[src/rtl/rv_mem_pkg.sv]
// Shared encodings for the memory stage: write-back select codes, funct3
// access codes, the LSU state type and an access-size decode helper.
package rv_mem_pkg;

  localparam logic [1:0] WB_MEM = 2'd0;
  localparam logic [1:0] WB_ALU = 2'd1;
  localparam logic [1:0] WB_PC4 = 2'd2;

  localparam logic [2:0] F3_B  = 3'b000;
  localparam logic [2:0] F3_H  = 3'b001;
  localparam logic [2:0] F3_W  = 3'b010;
  localparam logic [2:0] F3_BU = 3'b100;
  localparam logic [2:0] F3_HU = 3'b101;

  typedef enum logic {
    IDLE = 1'b0,
    BUSY = 1'b1
  } state_t;

  typedef enum logic [1:0] {
    SZ_B = 2'd0,
    SZ_H = 2'd1,
    SZ_W = 2'd2
  } acc_size_t;

  // Unsigned funct3 codes only exist for loads; a store with any code other
  // than SB/SH is a word store.
  function automatic acc_size_t access_size(input logic is_store, input logic [2:0] f3);
    acc_size_t sz;
    sz = SZ_W;
    if (f3 == F3_B || (!is_store && f3 == F3_BU)) begin
      sz = SZ_B;
    end else if (f3 == F3_H || (!is_store && f3 == F3_HU)) begin
      sz = SZ_H;
    end else if (f3 == F3_W) begin
      sz = SZ_W;
    end
    return sz;
  endfunction

endpackage

[src/rtl/load_extend.sv]
// Load data alignment and extension.
// Ports:
//   rdata  : 32-bit word returned by data memory
//   addr   : byte offset within the word
//   funct3 : load size/sign code
//   ext    : lane-selected, sign/zero-extended result
module load_extend
  import rv_mem_pkg::*;
(
  input  logic [31:0] rdata,
  input  logic [1:0]  addr,
  input  logic [2:0]  funct3,
  output logic [31:0] ext
);

  logic [7:0]  w_byte;
  logic [15:0] w_half;

  always_comb begin
    w_byte = rdata[{addr, 3'b000} +: 8];
    w_half = addr[1] ? rdata[31:16] : rdata[15:0];
    case (funct3)
      F3_B:    ext = {{24{w_byte[7]}}, w_byte};
      F3_BU:   ext = {24'd0, w_byte};
      F3_H:    ext = {{16{w_half[15]}}, w_half};
      F3_HU:   ext = {16'd0, w_half};
      F3_W:    ext = rdata;
      default: ext = rdata;
    endcase
  end

endmodule

[src/rtl/mem_stage_lsu.sv]
// Memory stage load/store unit. Issues loads and stores on a req/ack data
// bus with variable latency, stalls upstream while an access is in flight,
// and produces the registered MEM/WB payload.
// Ports:
//   clk, rst_n                  : clock, async active-low reset
//   alu, pc, rs2, rd            : EX/MEM payload (address, PC, store data, rd)
//   WBsel, RegWEn, memRW, funct3: write-back select, reg write, store, size
//   dmem_req/we/addr/wdata/be   : data bus request fields (held until ack)
//   dmem_ack, dmem_rdata        : bus completion pulse and read word
//   stall                       : hold upstream stages (combinational)
//   wb_data, wb_rd, wb_RegWEn   : registered MEM/WB payload
//   misalign, bus_err           : registered one-cycle fault pulses
module mem_stage_lsu
  import rv_mem_pkg::*;
#(
  parameter int unsigned TIMEOUT = 16
) (
  input  logic        clk,
  input  logic        rst_n,
  input  logic [31:0] alu,
  input  logic [31:0] pc,
  input  logic [31:0] rs2,
  input  logic [4:0]  rd,
  input  logic [1:0]  WBsel,
  input  logic        RegWEn,
  input  logic        memRW,
  input  logic [2:0]  funct3,
  output logic        dmem_req,
  output logic        dmem_we,
  output logic [31:0] dmem_addr,
  output logic [31:0] dmem_wdata,
  output logic [3:0]  dmem_be,
  input  logic        dmem_ack,
  input  logic [31:0] dmem_rdata,
  output logic        stall,
  output logic [31:0] wb_data,
  output logic [4:0]  wb_rd,
  output logic        wb_RegWEn,
  output logic        misalign,
  output logic        bus_err
);

  state_t      r_state, w_state_nxt;
  logic [7:0]  r_cnt, w_cnt_nxt;
  logic        r_we;
  logic [31:0] r_addr, r_wdata;
  logic [3:0]  r_be;
  logic [1:0]  r_lane;
  logic [2:0]  r_f3;
  logic [4:0]  r_rd;
  logic [31:0] r_wb_data;
  logic [4:0]  r_wb_rd;
  logic        r_wb_we, r_misal, r_berr;

  logic        w_load, w_access, w_misal, w_latch;
  acc_size_t   w_size;
  logic [3:0]  w_be;
  logic [31:0] w_wdata, w_ext;
  logic [31:0] w_wb_data_nxt;
  logic [4:0]  w_wb_rd_nxt;
  logic        w_wb_we_nxt, w_misal_nxt, w_berr_nxt;

  load_extend u_load_extend (
    .rdata  (dmem_rdata),
    .addr   (r_lane),
    .funct3 (r_f3),
    .ext    (w_ext)
  );

  // Access decode and bus field formation from the live EX/MEM inputs.
  always_comb begin
    w_load   = !memRW && RegWEn && (WBsel == WB_MEM);
    w_access = memRW || w_load;
    w_size   = access_size(memRW, funct3);
    w_misal  = 1'b0;
    w_be     = 4'b1111;
    w_wdata  = rs2;
    case (w_size)
      SZ_B: begin
        w_be    = 4'b0001 << alu[1:0];
        w_wdata = {4{rs2[7:0]}};
      end
      SZ_H: begin
        w_misal = alu[0];
        w_be    = alu[1] ? 4'b1100 : 4'b0011;
        w_wdata = {2{rs2[15:0]}};
      end
      default: begin
        w_misal = (alu[1:0] != 2'b00);
      end
    endcase
  end

  // Next-state and MEM/WB payload; anything not written explicitly is a bubble.
  always_comb begin
    w_state_nxt   = r_state;
    w_cnt_nxt     = r_cnt;
    w_latch       = 1'b0;
    stall         = 1'b0;
    w_wb_data_nxt = '0;
    w_wb_rd_nxt   = '0;
    w_wb_we_nxt   = 1'b0;
    w_misal_nxt   = 1'b0;
    w_berr_nxt    = 1'b0;
    case (r_state)
      IDLE: begin
        if (!w_access) begin
          case (WBsel)
            WB_PC4:  w_wb_data_nxt = pc + 32'd4;
            WB_ALU:  w_wb_data_nxt = alu;
            default: w_wb_data_nxt = alu;
          endcase
          w_wb_rd_nxt = rd;
          w_wb_we_nxt = RegWEn;
        end else if (w_misal) begin
          w_misal_nxt = 1'b1;
        end else begin
          stall       = 1'b1;
          w_latch     = 1'b1;
          w_cnt_nxt   = '0;
          w_state_nxt = BUSY;
        end
      end
      BUSY: begin
        stall     = !dmem_ack;
        w_cnt_nxt = r_cnt + 8'd1;
        if (dmem_ack) begin
          w_state_nxt = IDLE;
          if (!r_we) begin
            w_wb_data_nxt = w_ext;
            w_wb_rd_nxt   = r_rd;
            w_wb_we_nxt   = 1'b1;
          end
        end else if (r_cnt == 8'(TIMEOUT - 1)) begin
          // Abort: release upstream in this final cycle and flag the error.
          stall       = 1'b0;
          w_berr_nxt  = 1'b1;
          w_state_nxt = IDLE;
        end
      end
      default: w_state_nxt = IDLE;
    endcase
  end

  always_ff @(posedge clk or negedge rst_n) begin
    if (!rst_n) begin
      r_state   <= IDLE;
      r_cnt     <= '0;
      r_we      <= 1'b0;
      r_addr    <= '0;
      r_wdata   <= '0;
      r_be      <= '0;
      r_lane    <= '0;
      r_f3      <= '0;
      r_rd      <= '0;
      r_wb_data <= '0;
      r_wb_rd   <= '0;
      r_wb_we   <= 1'b0;
      r_misal   <= 1'b0;
      r_berr    <= 1'b0;
    end else begin
      r_state   <= w_state_nxt;
      r_cnt     <= w_cnt_nxt;
      r_wb_data <= w_wb_data_nxt;
      r_wb_rd   <= w_wb_rd_nxt;
      r_wb_we   <= w_wb_we_nxt;
      r_misal   <= w_misal_nxt;
      r_berr    <= w_berr_nxt;
      if (w_latch) begin
        r_we    <= memRW;
        r_addr  <= {alu[31:2], 2'b00};
        r_wdata <= w_wdata;
        r_be    <= w_be;
        r_lane  <= alu[1:0];
        r_f3    <= funct3;
        r_rd    <= rd;
      end
    end
  end

  assign dmem_req   = (r_state == BUSY);
  assign dmem_we    = r_we;
  assign dmem_addr  = r_addr;
  assign dmem_wdata = r_wdata;
  assign dmem_be    = r_be;
  assign wb_data    = r_wb_data;
  assign wb_rd      = r_wb_rd;
  assign wb_RegWEn  = r_wb_we;
  assign misalign   = r_misal;
  assign bus_err    = r_berr;

endmodule
[config.mk]
export PLATFORM = sky130hd
export DESIGN_NAME = mem_stage_lsu
export DESIGN_NICKNAME = d
export VERILOG_FILES = /design/src/rtl/rv_mem_pkg.sv /design/src/rtl/load_extend.sv /design/src/rtl/mem_stage_lsu.sv
export SDC_FILE = /design/constraint.sdc
export NUM_CORES = 1
export LEC_CHECK = 0
export BUFFER_PORTS_ARGS = -buffer_cell sky130_fd_sc_hd__buf_2
export CORE_MARGIN = 10
export CORE_UTILIZATION = 30
export CTS_BUF_LIST = sky130_fd_sc_hd__clkbuf_8
export CTS_CLUSTER_DIAMETER = 120
export CTS_CLUSTER_SIZE = 28
export DETAILED_ROUTE_END_ITERATION = 8
export SKIP_CTS_REPAIR_TIMING = 1
export SLEW_MARGIN = 30
export SYNTH_ARGS = -nofsm -noshare
export SYNTH_HDL_FRONTEND = slang
export SYNTH_SLANG_ARGS = --single-unit
[constraint.sdc]
create_clock -name clk -period 1.98 [get_ports clk]
set_input_delay 0.099 -clock clk [delete_from_list [all_inputs] [get_ports clk]]
set_output_delay 0.099 -clock clk [all_outputs]
set_load 0.01 [all_outputs]
==> flow_summary.ini, run 1 <==
[power]
powerDensity_mw_per_mm2 = 906
peakVddDrop_mv = 0.454
fin_total_pwr_mw = 8.73
power.static_leakage_nw = 4.75

[routing]
ant_nets = 0
wl_um = 26900
vias = 6769
dr.pass1.iters = 4
drtIter0Drc = 519
vias_per_cell = 4.92
wire_per_inst_um = 19.6
drc = 0

[floorplan]
die_w_um = 169
core_mm2 = 0.0218
ios = 254
die_y_um = 169
dieArea_mm2 = 0.0285
initial_core_util_pct = 30.4
rows = 54

[yosys]
synth_seq_cells = 126
synth_common_cells = nand2_1 (212), dfrtp_1 (126), o21ai_0 (86)
synth_cells = 744
synth.area.top_cells = dfrtp_1 (47%), nand2_1 (12%), o21ai_0 (6.5%)
synthSimpleGateAreaFrac_pct = 21.9
synth_top_family_by_area = simple AND/OR/NAND/NOR gates
yosys_warnings = 0
async_reset_ff_share_pct = 100
yosysMostFrequentCell = nand2_1
yosysTopAreaCellShare_pct = 47.5
syn_area_per_cell_um2 = 8.93
ys_seq_area_share_pct = 47.5
synth-xor-area-share_pct = 3.30
synth-main-ff-cell = dfrtp_1
syn-cell-area_mm2 = 0.00664
synth-compound-area-share_pct = 15.9
synth_edf_count = 0
synth_fa_ha_area_share_pct = 0.377
ys_types = 62
synth_area_leader_cell = dfrtp_1
synthMuxAreaShare_pct = 6.89

[clock_network]
ctsHtreeMaxLevel = 4
clk_pin_slew_worst_paths_ps = 90
insertion_delay_ps = 460
numClockSinks = 126
cts_buffers = 17
cts_max_path_buffers = 2
cts_tree = built
cts_root_buffer = clkbuf_8

[placement]
placed_area_mm2 = 0.00835
place.gp.congestion = 0.913
dp.cells = 1257
dp_hpwl_um = 20300
port_buffers = 251

[sta]
rsz0062_at_grt = false
period_share_pct = 92.5
tightest_slew_ps = 767
setup_tns_ps = 0
fmax_ghz = 0.546
final_max_slew_viol_count = 0
setup_viol = 0
hold_viol = 9
whs_ps = -28.7
fin_skew_ps = 17.4
fin_crit_ps = 1830
slew_headroom_pct = 48.8

[global_routing]
grtUsageTotal_pct = 17.8
grt_max_degree = 59
grt_pass1_vias = 6730
overflow = 0
grt_pass1_wl_um = 39700
antenna_found_initial = 0

[cells_and_area]
syn_to_final_growth_pct = 45.0
drive_gt1_share_pct = 31.9
num_antenna_cells = 0
final_nets = 1227
postLayoutCellArea_mm2 = 0.00964
num-fill-cells = 2142
final_cells = 1375

[worst_setup_path]
cp-start-kind = primary input
worstSetupPathType = in2out
crit_path_end_kind = primary output
worstPathMaxFanout = 17
worst-endpoint-required_ps = 1880
critical_path_arrival_ps = 1730

[outcome]
status = complete, but fails checks
violations = negative hold slack

[worst_hold_path]
min_path_type = in2reg

[flow_run]
cap_violations = 0
## layout make-up
| type | count | area, µm² | area share (%) |
|---|---|---|---|
| multi-input cells | 559 | 3240 | 33.6 |
| clock buffers | 19 | 262 | 2.71 |
| clock inverters | 13 | 163 | 1.69 |
| flip-flops and latches | 126 | 3150 | 32.7 |
| repair buffers | 368 | 2430 | 25.2 |
| inverters | 10 | 37.5 | 0.390 |
| well taps | 280 | 350 | 3.64 |
## per-layer routing
metal | track usage (%) | part of all wire, %
met2 | 30.5 | 49
met4 | 3.71 | 1.3
met1 | 20.5 | 42
met5 | 0 | 0
met3 | 7.11 | 8.1
## path summary, 6_finish.rpt
kind                       cells past startpoint  slack [ps]              to          from
setup reg to reg                               4         180     wb_data[29]      dmem_req
hold reg to reg                                2         470    dmem_addr[5]  dmem_addr[5]
min in group asynchronous                      2         180  dmem_wdata[16]         rst_n
setup / recovery                               8         150           stall     funct3[2]
hold / removal                                 3         -30  dmem_wdata[24]       rs2[24]
max in group asynchronous                      3        1190         r_f3[1]         rst_n
## worst max-delay path: stages
cell	delay (ps)
dlygate4sd3_1	550
buf_2	140
a21oi_2	140
a2bb2oi_1	180
buf_4	160
nand2_4	160
nand2_1	140
buf_2	160
## cell families (layout without fill, tap and decap cells)
logic type,after synthesis,count (layout)
simple gates,318,318
compound gates,169,169
flops,126,126
buf+inv,60,410
mux,43,43
xor+xnor,25,25
fa+ha+maj,2,2
other cells,1,2
## power by group
group	leakage [nW]	switching [mW]	internal, mW
combinational	2.94	1.61	1.19
sequential	1.60	0.323	3.14
clock	0.208	1.15	1.32
## registers in the layout (all words and copies together) (netlist names)
name,cells
bus_err,1
dmem_addr,30
dmem_be,4
dmem_req,1
dmem_wdata,32
dmem_we,1
misalign,1
r_cnt,8
r_f3,3
r_lane,2
r_rd,5
wb_RegWEn,1
wb_data,32
wb_rd,5
## layout by cell type, fill, tap and decap left out, drive strengths merged, types with 3 or more instances in the layout
cell and count:
buf 282, nand2 213, dfrtp 126, o21ai 90
dlygate4sd3 86, nor2 31, mux2i 30, xnor2 22
clkbuf 19, nand3 14, mux2 12, inv 12
a21oi 12, o22ai 11, o211ai 11, nor3 10
nand4 9, nor4 8, nor2b 7, o32ai 7
a22o 7, nand2b 6, a21boi 6, a211oi 6
and4 5, a32oi 5, and2 5, clkinv 5
xor2 3, nand3b 3, bufinv 3, clkinvlp 3
## through the flow
stage	worst slack, ps	utilization [%]
after floorplan	414	-
after global placement	-36.6	38.2
after detailed placement	-52.2	38.2
after CTS	21.6	40.2
after global routing	2.87	44.2
final	148	44.2
Power figures use the tool's default switching activity.
==> inputs of run 2 (changes only) <==
--- a/config.mk
+++ b/config.mk
@@ -12,6 +12,7 @@
 export CTS_CLUSTER_DIAMETER = 120
 export CTS_CLUSTER_SIZE = 28
 export DETAILED_ROUTE_END_ITERATION = 8
+export PLACE_DENSITY = 0.63
 export SKIP_CTS_REPAIR_TIMING = 1
 export SLEW_MARGIN = 30
 export SYNTH_ARGS = -nofsm -noshare
==> run 2 against run 1 <==
Against the previous run: the run still ends with negative hold slack left; clock skew fell by 3.4 ps; setup slack got worse by 30 ps; wire length up 1.3%; combinational power is essentially flat; clock-buffer cell count up 2; sequential share of layout area about the same; final area grew 0.13%; first-iteration DRC count down 23%.
==> flow_summary.ini, run 2 (synthesis results as in run 1) <==
[routing]
drc = 0
ant_nets = 0
drtIter0Drc = 399
wl_um = 27300
wire_per_inst_um = 19.8
dr.pass1.iters = 5
vias_per_cell = 4.98
vias = 6856

[outcome]
status = complete, but fails checks
violations = negative hold slack

[sta]
slew_headroom_pct = 53.4
fmax_ghz = 0.537
setup_tns_ps = 0
hold_viol = 6
fin_crit_ps = 1860
worst_slack_ps = 117
final_max_slew_viol_count = 0
fin_skew_ps = 14.0
tightest_slew_ps = 700
whs_ps = -37.5
setup_viol = 0
period_share_pct = 94.1

[floorplan]
die_y_um = 169
core_mm2 = 0.0218
dieArea_mm2 = 0.0285
initial_core_util_pct = 30.4
die_w_um = 169
ios = 254
rows = 54

[worst_setup_path]
crit_family = compound AO/OA/AOI/OAI gates
crit_chain = mux2_2, a21oi_1, and2_2, a21boi_0, o22ai_1
crit_path_end_kind = flip-flop
worstSetupPathType = reg2reg
slowest_delay_ps = 420
startpoint = r_lane[0]
crit_end = wb_data[10]
cp-start-kind = flip-flop
reg2reg_depth = 5
reg2reg_slack_ps = 120
worstPathMaxFanout = 7
path_buf_inv = 0
crit_cells = 5
slowest_stage = dfrtp_1
r2r-end = wb_data[10]
critical_path_arrival_ps = 2190
worst-endpoint-required_ps = 2300
reg2reg_from = r_lane[0]

[clock_network]
clk_pin_slew_worst_paths_ps = 80
ctsHtreeMaxLevel = 4
numClockSinks = 126
cts_root_buffer = clkbuf_8
cts_max_path_buffers = 2
cts_buffers = 17
insertion_delay_ps = 450
cts_tree = built

[cells_and_area]
final_nets = 1230
utilization_pct = 44.2
final_common_cell = buf_2
num_antenna_cells = 0
syn_to_final_growth_pct = 45.2
num-fill-cells = 2143
drive_gt1_share_pct = 31.7
final_cell_mix = buf_2 (250), nand2_1 (212), dfrtp_1 (126), dlygate4sd3_1 (89), o21ai_0 (86)

[power]
power.static_leakage_nw = 4.75
peakVddDrop_mv = 0.439
powerDensity_mw_per_mm2 = 911

[global_routing]
overflow = 0
grt_pass1_wl_um = 39700
grt_pass1_vias = 6792
grtUsageTotal_pct = 17.8
antenna_found_initial = 0
grt_max_degree = 70

[placement]
place.gp.congestion = 0.913
place_worst_setup_slack_ps = -27.3
port_buffers = 251
dp_hpwl_um = 20100

[flow_run]
cap_violations = 0

[worst_hold_path]
min_path_type = in2reg
hold_depth = 3
[run 2: layout make-up]
class / instances / area [µm²] / area share, %
well taps: 280 / 350 / 3.63
multi-input cells: 559 / 3260 / 33.7
repair buffers: 371 / 2420 / 25.1
clock buffers: 21 / 289 / 3.00
clock inverters: 11 / 139 / 1.44
inverters: 10 / 37.5 / 0.389
flip-flops and latches: 126 / 3150 / 32.7
[run 2: layer usage]
layer / share of wire, % / vias to the layer above / track usage [%]
met4: 1.8 / 0 / 4.43
met1: 42 / 3280 / 21.9
met3: 8.2 / 34 / 6.21
met2: 48 / 298 / 29.1
met5: 0 / - / 0
li1: - / 3244 / -
[run 2: how the worst min path moves through the flow]
stage                     startpoint             end  slack, ps
after floorplan                rst_n         bus_err       -200
after global placement         rst_n   dmem_wdata[5]        120
after detailed placement       rst_n   dmem_wdata[3]        120
after CTS                      rst_n      dmem_be[1]       -370
after global routing         rs2[31]  dmem_wdata[31]          3
final                        rs2[31]  dmem_wdata[31]        -40
[run 2: stage by stage]
stage                     cell area (µm²)  power [mW]  hold WS, ps  instances
after floorplan                      6650        4.86         -197        745
after global placement               8310        6.11          119       1257
after detailed placement             8310        6.17          121       1257
after CTS                            8740        8.68         -373       1289
after global routing                 9650        9.33         2.92       1378
final                                9650        8.79        -37.5       1378
[run 2: worst register-to-register path, delay by kind of cell, from the launching register on]
| kind | cells | cell delay [ps] |
|---|---|---|
| compound gates | 3 | 700 |
| flops | 1 | 420 |
| mux | 1 | 350 |
| simple gates | 1 | 290 |
[run 2: where the power goes]
part	internal (mW)	switching, mW
clock network	1.37	1.13
logic	1.18	1.63
registers	3.14	0.337
total	5.69	3.10
==> inputs of run 3 (changes only) <==
--- a/config.mk
+++ b/config.mk
@@ -5,6 +5,7 @@
 export SDC_FILE = /design/constraint.sdc
 export NUM_CORES = 1
 export LEC_CHECK = 0
+export ABC_AREA = 1
 export BUFFER_PORTS_ARGS = -buffer_cell sky130_fd_sc_hd__buf_2
 export CORE_MARGIN = 10
 export CORE_UTILIZATION = 30
==> run 3 against run 2 <==
Against the previous run: the flow still finishes with violations (negative hold slack); first-iteration DRC count is 93% higher; register-to-register slack improved by 150 ps; worst hold slack better by 26 ps; via count increased by 19%; non-clock buffer count down 38; final cell count up 24%; sequential share of layout area fell by 0.99 points; largest power group unchanged; highest routed layer unchanged.
==> flow_summary.ini, run 3 <==
[outcome]
status = complete, but fails checks
violations = negative hold slack

[placement]
place.gp.congestion = 0.970
dp_hpwl_um = 23800
dp.cells = 1619
port_buffers = 251

[floorplan]
dieArea_mm2 = 0.0306
core_mm2 = 0.0235
ios = 254
initial_core_util_pct = 30.6
die_w_um = 175
rows = 56
die_y_um = 175

[yosys]
ys_seq_area_share_pct = 43.8
yosysTopAreaCellShare_pct = 43.8
synth_cells = 1068
async_reset_ff_share_pct = 100
yosysMostFrequentCell = nand2_1
syn-cell-area_mm2 = 0.00720
synth_seq_cells = 126
ys_types = 32
synth-main-ff-cell = dfrtp_1
synth_common_cells = nand2_1 (425), nor2_1 (140), dfrtp_1 (126)
synth_area_leader_cell = dfrtp_1
yosys_warnings = 0
synth_edf_count = 0
syn_area_per_cell_um2 = 6.74
synth.area.top_cells = dfrtp_1 (44%), nand2_1 (22%), nor2_1 (7.3%)

[global_routing]
overflow = 0
grt_pass1_vias = 7614
grt_pass1_wl_um = 45300
antenna_found_initial = 0
grtUsageTotal_pct = 19.1
grt_max_degree = 96

[sta]
final_max_slew_viol_count = 0
fin_crit_ps = 1860
fmax_ghz = 0.538
setup_viol = 0
slew_headroom_pct = 62.0
fin_skew_ps = 9.88
setup_tns_ps = 0
tightest_slew_ps = 571
hold_viol = 4
whs_ps = -11.9
rsz0062_at_grt = false
period_share_pct = 93.8

[cells_and_area]
drive_gt1_share_pct = 23.4
final_cells = 1709
final_common_cell = nand2_1
final_nets = 1522
syn_to_final_growth_pct = 38.2
final_cell_mix = nand2_1 (425), buf_2 (250), nor2_1 (138), dfrtp_1 (126), o21ai_0 (91)
num_antenna_cells = 0

[routing]
drc = 0
dr.pass1.iters = 5
vias_per_cell = 4.78
wire_per_inst_um = 18.1
ant_nets = 0
wl_um = 30900
drtIter0Drc = 771
vias = 8166

[worst_setup_path]
crit_path_end_kind = primary output
cp-start-kind = primary input
worstSetupPathType = in2out
critical_path_arrival_ps = 1760
worst-endpoint-required_ps = 1880
worstPathMaxFanout = 16
r2r-end = wb_data[26]
reg2reg_from = r_lane[0]
reg2reg_depth = 7
reg2reg_slack_ps = 270

[worst_hold_path]
hold_path_end = wb_data[0]
min_from = pc[0]
min_path_type = in2reg
hold_depth = 5

[clock_network]
numClockSinks = 126
insertion_delay_ps = 440
cts_tree = built
clk_pin_slew_worst_paths_ps = 70
cts_root_buffer = clkbuf_8
ctsHtreeMaxLevel = 4
cts_max_path_buffers = 2
cts_buffers = 17

[flow_run]
cap_violations = 0

[power]
powerDensity_mw_per_mm2 = 909
power.static_leakage_nw = 5.41
peakVddDrop_mv = 0.363
fin_total_pwr_mw = 9.04
==> run 3: cell types whose count changed after synthesis, sizes merged, moves of 17 or more <==
cell   before  now
xnor2      22    5
a21oi      12   37
nand3      14   70
nor2       31  141
inv        10   82
mux2i      30    0
nand2     213  426
==> run 3: metal layers <==
| layer | GRT usage (%) | wire, µm | vias up |
|---|---|---|---|
| met5 | 0 | 0 | - |
| met4 | 6.57 | 777 | 0 |
| met3 | 4.27 | 1960 | 41 |
| met2 | 30.0 | 14400 | 341 |
| met1 | 25.2 | 13800 | 3798 |
| li1 | - | - | 3986 |
==> run 3: power breakdown <==
group | switching [mW] | internal, mW | total (mW) | leakage, nW
combinational | 1.86 | 1.09 | 2.94 | 3.57
sequential | 0.344 | 3.14 | 3.48 | 1.60
clock | 1.13 | 1.49 | 2.62 | 0.234
==> run 3: critical path, cell delays in order <==
cell and delay, ps:
dlygate4sd3_1 520, buf_2 160, inv_1 100, o21ai_2 220
nor2_4 70, inv_4 230, nand2_1 170, buf_2 180
==> run 3: layout make-up <==
| cell class | instances | area [µm²] |
|---|---|---|
| Clock buffer | 20 | 275 |
| Clock inverter | 12 | 183 |
| Fill cell | 2510 | 13600 |
| Inverter | 82 | 310 |
| Multi-Input combinational cell | 817 | 3530 |
| Sequential cell | 126 | 3150 |
| Tap cell | 319 | 399 |
| Timing Repair Buffer | 333 | 2090 |
==> run 3: cell families (layout without fill, tap and decap cells) <==
kind of cell	Yosys count	count (layout)	synth area share [%]
AOI/OAI and AO/OA	149	149	11.2
buffers and inverters	126	447	7.37
xor gates and xnor gates	7	7	0.852
other	1	2	0.0521
DFF	126	126	43.8
adders and majority gates	2	2	0.348
and+or+nand+nor	657	657	36.3
==> run 3: worst max path at each step <==
stage / start / endpoint / slack (ps) / cells after the start
final: alu[1] / stall / 120 / 8
after global routing: r_cnt[0] / stall / 20 / 7
after CTS: dmem_req / stall / 20 / 6
after detailed placement: r_lane[0] / wb_data[26] / 330 / 7
after global placement: memRW / dmem_be[3] / 310 / 9
after floorplan: r_lane[0] / wb_data[28] / 560 / 8
==> run 3: stage by stage <==
| step | setup slack [ps] | util (%) | instance area (µm²) |
|---|---|---|---|
| final | 122 | 42.3 | 9950 |
| after global routing | 16.1 | 42.3 | 9950 |
| after CTS | 21.2 | 39.8 | 9360 |
| after detailed placement | 333 | 37.8 | 8900 |
| after global placement | 313 | 37.8 | 8900 |
| after floorplan | 556 | - | 7200 |
